[src/rtl/rst_seq_multi_if.sv]
// +----------------------------------------------------------------------+
// | rst_seq_multi_if : control/status bundle of the reset sequencer      |
// | Rev 1.0                                                              |
// +----------------------------------------------------------------------+
`default_nettype none
`timescale 1ns/1ps

interface rst_seq_multi_if #(
    parameter int N_CH = 3
);
    logic            soft_req;
    logic [N_CH-1:0] ch_hold;
    logic [N_CH-1:0] ch_resetn;
    logic            all_ready;
    logic [1:0]      seq_state;
    logic [3:0]      rel_idx;

    modport master (
        output soft_req,
        output ch_hold,
        input  ch_resetn,
        input  all_ready,
        input  seq_state,
        input  rel_idx
    );

    modport slave (
        input  soft_req,
        input  ch_hold,
        output ch_resetn,
        output all_ready,
        output seq_state,
        output rel_idx
    );
endinterface

`default_nettype wire

[src/rtl/rst_seq_multi.sv]
// +----------------------------------------------------------------------+
// | rst_seq_multi : multi-channel reset sequencer with stretch and gap   |
// | Rev 1.0                                                              |
// +----------------------------------------------------------------------+
`default_nettype none
`timescale 1ns/1ps

module rst_seq_multi #(
    parameter int N_CH        = 3,
    parameter int STRETCH     = 15,
    parameter int GAP         = 4,
    parameter int SYNC_STAGES = 2
) (
    input  wire logic         clk_p,
    input  wire logic         ext_reset,
    rst_seq_multi_if.slave    bus
);

    localparam int SW = (STRETCH > 1) ? $clog2(STRETCH) : 1;
    localparam int GW = (GAP > 1) ? $clog2(GAP) : 1;

    localparam logic [SW-1:0] c_stretch_last = SW'(STRETCH - 1);
    localparam logic [GW-1:0] c_gap_reload   = GW'(GAP - 1);
    localparam logic [3:0]    c_last_idx     = 4'(N_CH - 1);

    typedef enum logic [1:0] {
        ST_ASSERT  = 2'd0,
        ST_RELEASE = 2'd1,
        ST_RUN     = 2'd2
    } state_e;

    logic [SYNC_STAGES-1:0] sync_q;
    logic                   rst_s;

    state_e          state_q,   state_d;
    logic [SW-1:0]   stretch_q, stretch_d;
    logic [GW-1:0]   gap_q,     gap_d;
    logic [3:0]      idx_q,     idx_d;
    logic [N_CH-1:0] chr_q,     chr_d;
    logic            rdy_q,     rdy_d;

    logic            w_hold;
    logic [N_CH-1:0] w_sel;

    // Deassertion synchronizer: async clear, ones shift in on each edge.
    always_ff @(posedge clk_p or negedge ext_reset) begin
        if (!ext_reset) begin
            sync_q <= '0;
        end else begin
            sync_q <= {sync_q[SYNC_STAGES-2:0], 1'b1};
        end
    end

    assign rst_s = sync_q[SYNC_STAGES-1];

    always_comb begin
        w_hold = 1'b0;
        w_sel  = '0;
        for (int i = 0; i < N_CH; i++) begin
            if (idx_q == 4'(i)) begin
                w_hold   = bus.ch_hold[i];
                w_sel[i] = 1'b1;
            end
        end
    end

    always_ff @(posedge clk_p or negedge ext_reset) begin
        if (!ext_reset) begin
            state_q   <= ST_ASSERT;
            stretch_q <= '0;
            gap_q     <= '0;
            idx_q     <= '0;
            chr_q     <= '0;
            rdy_q     <= 1'b0;
        end else begin
            state_q   <= state_d;
            stretch_q <= stretch_d;
            gap_q     <= gap_d;
            idx_q     <= idx_d;
            chr_q     <= chr_d;
            rdy_q     <= rdy_d;
        end
    end

    always_comb begin
        state_d   = state_q;
        stretch_d = stretch_q;
        gap_d     = gap_q;
        idx_d     = idx_q;
        chr_d     = chr_q;
        rdy_d     = rdy_q;

        if (!rst_s) begin
            state_d   = ST_ASSERT;
            stretch_d = '0;
            gap_d     = '0;
            idx_d     = '0;
            chr_d     = '0;
            rdy_d     = 1'b0;
        end else begin
            case (state_q)
                ST_ASSERT: begin
                    chr_d = '0;
                    rdy_d = 1'b0;
                    idx_d = '0;
                    gap_d = '0;
                    if (bus.soft_req) begin
                        stretch_d = '0;
                    end else if (stretch_q == c_stretch_last) begin
                        state_d   = ST_RELEASE;
                        stretch_d = '0;
                    end else begin
                        stretch_d = stretch_q + 1'b1;
                    end
                end
                ST_RELEASE: begin
                    if (bus.soft_req) begin
                        state_d   = ST_ASSERT;
                        stretch_d = '0;
                        gap_d     = '0;
                        idx_d     = '0;
                        chr_d     = '0;
                        rdy_d     = 1'b0;
                    end else if (gap_q != '0) begin
                        gap_d = gap_q - 1'b1;
                    end else if (!w_hold) begin
                        // Release is due (gap drained) and not inhibited.
                        chr_d = chr_q | w_sel;
                        idx_d = idx_q + 4'd1;
                        gap_d = c_gap_reload;
                        if (idx_q == c_last_idx) begin
                            state_d = ST_RUN;
                            rdy_d   = 1'b1;
                        end
                    end
                end
                ST_RUN: begin
                    if (bus.soft_req) begin
                        state_d   = ST_ASSERT;
                        stretch_d = '0;
                        gap_d     = '0;
                        idx_d     = '0;
                        chr_d     = '0;
                        rdy_d     = 1'b0;
                    end
                end
                default: begin
                    state_d   = ST_ASSERT;
                    stretch_d = '0;
                    gap_d     = '0;
                    idx_d     = '0;
                    chr_d     = '0;
                    rdy_d     = 1'b0;
                end
            endcase
        end
    end

    assign bus.ch_resetn = chr_q;
    assign bus.all_ready = rdy_q;
    assign bus.seq_state = state_q;
    assign bus.rel_idx   = idx_q;

endmodule

`default_nettype wire

[src/flat_wrapper.sv]
// flat-port wrapper written by rule: the top's interface ports become plain ports
module rst_seq_multi_flat 
#(
    parameter int N_CH        = 3,
    parameter int STRETCH     = 15,
    parameter int GAP         = 4,
    parameter int SYNC_STAGES = 2
)
  (clk_p, ext_reset, bus_soft_req, bus_ch_hold, bus_ch_resetn, bus_all_ready, bus_seq_state, bus_rel_idx);
  rst_seq_multi_if #(.N_CH(N_CH)) bus_i ();
  input  wire logic clk_p;
  input  wire logic ext_reset;
  input wire logic [$bits(bus_i.soft_req)-1:0] bus_soft_req;
  input wire logic [$bits(bus_i.ch_hold)-1:0] bus_ch_hold;
  output wire logic [$bits(bus_i.ch_resetn)-1:0] bus_ch_resetn;
  output wire logic [$bits(bus_i.all_ready)-1:0] bus_all_ready;
  output wire logic [$bits(bus_i.seq_state)-1:0] bus_seq_state;
  output wire logic [$bits(bus_i.rel_idx)-1:0] bus_rel_idx;
  assign bus_i.soft_req = bus_soft_req;
  assign bus_i.ch_hold = bus_ch_hold;
  assign bus_ch_resetn = bus_i.ch_resetn;
  assign bus_all_ready = bus_i.all_ready;
  assign bus_seq_state = bus_i.seq_state;
  assign bus_rel_idx = bus_i.rel_idx;
  rst_seq_multi #(.N_CH(N_CH), .STRETCH(STRETCH), .GAP(GAP), .SYNC_STAGES(SYNC_STAGES)) u_core (.clk_p(clk_p), .ext_reset(ext_reset), .bus(bus_i));
endmodule
[config.mk]
export PLATFORM = sky130hd
export DESIGN_NAME = rst_seq_multi_flat
export DESIGN_NICKNAME = d
export VERILOG_FILES = /design/src/rtl/rst_seq_multi_if.sv /design/src/rtl/rst_seq_multi.sv /design/src/flat_wrapper.sv
export SDC_FILE = /design/constraint.sdc
export NUM_CORES = 1
export LEC_CHECK = 0
export ABC_AREA = 1
export CORE_ASPECT_RATIO = 0.7
export CORE_MARGIN = 2
export CORE_UTILIZATION = 50
export DETAILED_ROUTE_END_ITERATION = 8
export PLACE_DENSITY = 0.74
export SLEW_MARGIN = 20
export SYNTH_ARGS = -nofsm -noshare
export SYNTH_HDL_FRONTEND = slang
export SYNTH_SLANG_ARGS = --single-unit
export TNS_END_PERCENT = 5
[constraint.sdc]
create_clock -name clk_p -period 3.51 [get_ports clk_p]
set_clock_uncertainty 0.2 [all_clocks]
set_input_delay 0.351 -clock clk_p [delete_from_list [all_inputs] [get_ports clk_p]]
set_output_delay 0.351 -clock clk_p [all_outputs]
set_load 0.01 [all_outputs]
After elaboration in Yosys (flattened, before gate mapping)
Cells that the tools add are included.
Widths: inputs -> output; s select.

storage, ports and cells
  register bits after elaboration = 18
  input port bits = 6
  output and inout bits = 10
  word-level logic and storage cells = 75

cells by class
  $add $sub $neg = 3
  equality and inequality tests = 13
  mux-type cells = 43
  bitwise gates (word level) = 1
  reductions and logical operators = 8

operator list
  cell                 number
  $mux 4               8
  $mux 2               12
  $pmux 4 s2           2
  $mux 3               5
  $mux 1               12
  $ne 3x3->1 const B   4
  $ne 4x4->1 const B   3
  $add 4x1->4 const B  2
  $pmux 2 s3           1
  $pmux 3 s2           1
  $reduce_and 6->1     1
  $ne 5x5->1 const B   1
  $eq 4x1->1 const B   1
  $eq 4x2->1 const B   1
  $eq 4x4->1 const B   1
  $logic_not 4->1      1
  $pmux 2 s2           1
  $reduce_and 4->1     1
  $or 3x3->3           1
  $reduce_and 3->1     1
  $eq 2x1->1 const B   1
  $eq 2x2->1 const B   1
  $logic_not 2->1      1
  $pmux 1 s2           1
  other kinds (4)      4

Longest topological paths before layout
  word-level depth = 9
  gate-level depth with buffers = 11
  mapped depth without buffers = 11

Worst setup path after synthesis
No wires, ideal clock.

  path type = flip-flop to flip-flop
  from = reg u_core.state_q[1] (netlist: u_core.bus.seq_state[1])
  to = reg u_core.idx_q[1] (netlist: u_core.bus.rel_idx[1])
  setup time = 74 ps
  arrival = 1453 ps
  data required time = 3236 ps
  slack = 1783 ps
  stages on the path, launching flop included = 12
  buffers on the path = 1
  period minus slack after synthesis = 1727 ps
  cells stage by stage = dfrtp_1 inv_1 ha_1 nand2_2 nor2_4 nand2_2 inv_2 nand2_2 nand2_4 buf_8 nand2_2 o21ai_2

between the ends
  longest elaborated chain between the ends = 3
  elaborated cells on any way between the ends = 8
  classes of those cells = 5 x eq/ne; 2 x mux; 1 x reduce/logical

RTL lines
  what                                                         line                  text
  from (decl)                                                  rst_seq_multi.sv:35   state_e state_q, state_d;
  from (signal assigned)                                       rst_seq_multi.sv:76   state_q <= state_d;
  $eq 2x1->1 / $eq 2x2->1 (equally long branches)              rst_seq_multi.sv:101  case (state_q)
  $ne 4x4->1 (no line) (tied with other cells)                 --
  $reduce_and 3->1 (no line) / $mux 4 (equally long branches)  --
  to (signal assigned)                                         rst_seq_multi.sv:79   idx_q <= idx_d;
  to (decl)                                                    rst_seq_multi.sv:38   logic [3:0] idx_q, idx_d;

Several ways; a longest one is shown, not always the timed one.
A chain may end at the register's enable or synchronous reset.

Final worst setup path
  from = reg u_core.state_q[1] (netlist: u_core.bus.seq_state[1])
  to = reg u_core.idx_q[2] (netlist: u_core.bus.rel_idx[2])

Same word-level chain as after synthesis.

==> metrics.txt <==
outcome=completed; peak fanout along the critical path=13; Syn. warnings=0; Pleak=0.000641 µW; critical path arrival=1.99 ns; PortBufs=15; Reg-to-Reg End=u_core.bus.rel_idx[2]; syn_area_per_cell=about 8.4 µm²; detailed placement HPWL=1670 µm; commonest non-fill, non-tap cells in the layout=26 x nand2_1, 18 x dfrtp_1, 17 x inv_1; GR Overflow Total=0; FF-to-FF Start=u_core.bus.seq_state[1]; r2r worst-path depth=11; CTS Hold Buffers Added=0; total die area=about 2700 µm²; endpoints failing setup=0; Fmax=497 MHz; Die Span Y=43.8 µm; Post-Syn Area=1130 µm²; setup TNS=0 ns; Initial DRC Count=29; worst rel slew slack=0.466; critical path startpoint=u_core.bus.seq_state[1]; Setup Buffers After CTS=0; RSZ-0062 raised after global routing=no; htree depth=1; first-pass GRT wire length=3710 µm; library cells used by synthesis=24; die width=60.8 µm; CTS Buffer Depth=2; Routability Congestion=0.805; final wirelength=roughly 2100 µm; core area=2140 µm²; Syn Nets=~150; crit path to=u_core.bus.rel_idx[2]; Clock Sinks=18; CTS root buffer=clkbuf_4; initial antenna violation count=0; I/O pin cnt=16; # fillers=210; CP required=3.49 ns; fin. max-slew vios=0; utilization after layout=0.621; Worst setup EP type=flip-flop; diodes inserted=0; Max-Cap Viols=0; routed via count=899; Worst setup SP type=flip-flop; total chip power=556 µW; Clock Latency Late Sink=0.29 ns; Syn Inst Count=135; nets@finish=170; Hold Crit Class=reg2reg; largest net degree at the start of global routing=19; Yosys top cell by area=dfrtp_1; vias per inst=between 4 and 5; period utilization=0.573; Peak VDD IR=238 µV; CTS tree=built; drt pass-1 iters=4; Synth top area share=0.399; ANT nets after route=0; Reg clk slew, reported paths=0.10 ns; post-cts gate resize count=0; gr usage total=0.193; Inserted Clock Buffers=3; Row Count=14; Seq/Total Area, Yosys=0.399; CP Class=reg2reg; flop-to-flop setup slack=1.50 ns; worst slew pin tran=0.798 ns; synthesized flop and latch total=18; ranking of synthesized cells by area=dfrtp_1 40%, ha_1 11%, nand2_1 8.6%; commonest non-fill, non-tap cell in the layout=nand2_1; number of global-route vias before repair=~840; Hold Fails Final Rpt=0; DRC=0; crit path time final=2.01 ns; Wirelength per Cell=11.6 µm; ratio of cells with drive above 1 in the final layout=0.171; Initial Util=0.528; PwrDens=roughly 420 nW/µm²; P&R area growth vs syn=17.5%
==> routing by layer <==
metal  global-route usage  wire length [µm]
met1                0.280              1140
met2                0.284               892
met3               0.0687               105
met4               0.0348                 0
met5                    0                 0
==> kinds of logic (layout without fill, tap and decap cells) <==
family	count (synthesis)	count (layout)	synth area share
other	1	1	0.00332
xor gates and xnor gates	1	1	0.00776
adders and majority gates	10	10	0.111
AOI/OAI and AO/OA	18	18	0.109
and+or+nand+nor	66	66	0.290
DFF	18	18	0.399
buffers and inverters	21	38	0.0798
==> registers in the layout (all words and copies together) (netlist names) <==
register              count
u_core.stretch_q          4
u_core.gap_q              2
u_core.sync_q             2
u_core.bus.rel_idx        4
u_core.bus.ch_resetn      3
u_core.bus.all_ready      1
u_core.bus.seq_state      2
==> through the flow <==
step,area [µm²],hold slack [ns],std cells,setup slack [ns]
after floorplan,1130,-0.145,135,1.78
after global routing,1330,0.169,184,1.28
final,1330,0.155,184,1.50
after CTS,1330,0.159,184,1.50
after detailed placement,1300,0.136,181,1.37
after global placement,1300,0.133,181,1.45
==> synthesized netlist by cell type (all sizes together) <==
| library cell | instances |
|---|---|
| a21boi | 1 |
| dfrtp | 18 |
| o21ai | 9 |
| nor2 | 8 |
| nand2 | 36 |
| or2 | 1 |
| buf | 1 |
| xor2 | 1 |
| nand4 | 5 |
| conb | 1 |
| a21o | 2 |
| a21oi | 5 |
| ha | 10 |
| inv | 20 |
| nor3 | 1 |
| nand3 | 15 |
| o21bai | 1 |
==> worst max-delay path, stage by stage, from the launching register on <==
cell	delay, ns
dfrtp_1	0.45
inv_1	0.11
ha_1	0.29
nand2_2	0.09
nor2_4	0.17
nand2_2	0.08
inv_2	0.06
nand2_2	0.06
nand2_4	0.18
inv_1	0.08
nand2_1	0.06
nand2_1	0.05
==> worst min-delay path by stage <==
stage          slack, ns        startpoint  cells after the start                    to
3_3_place_gp        0.13  u_core.sync_q[0]                      0      u_core.sync_q[1]
5_1_grt             0.17  u_core.sync_q[0]                      0      u_core.sync_q[1]
6_report            0.15  u_core.sync_q[0]                      0      u_core.sync_q[1]
3_5_place_dp        0.14  u_core.sync_q[0]                      0      u_core.sync_q[1]
4_1_cts             0.16  u_core.sync_q[0]                      0      u_core.sync_q[1]
2_1_floorplan      -0.14         ext_reset                      0  u_core.bus.all_ready
==> layout make-up <==
type | instances | area, µm² | area share
inverter | 20 | 75.1 | 0.0566
multi-input combinational | 96 | 588 | 0.443
clock buffer | 3 | 22.5 | 0.0170
sequential | 18 | 450 | 0.340
timing repair buffer | 15 | 150 | 0.113
tap | 32 | 40.0 | 0.0302
==> power by group <==
part           internal [µW]  total, µW  switching (µW)
logic                   80.7        197             117
clock network           39.9        100            60.5
registers                232        258            26.2
No activity file was read; power rests on OpenSTA's default activity.
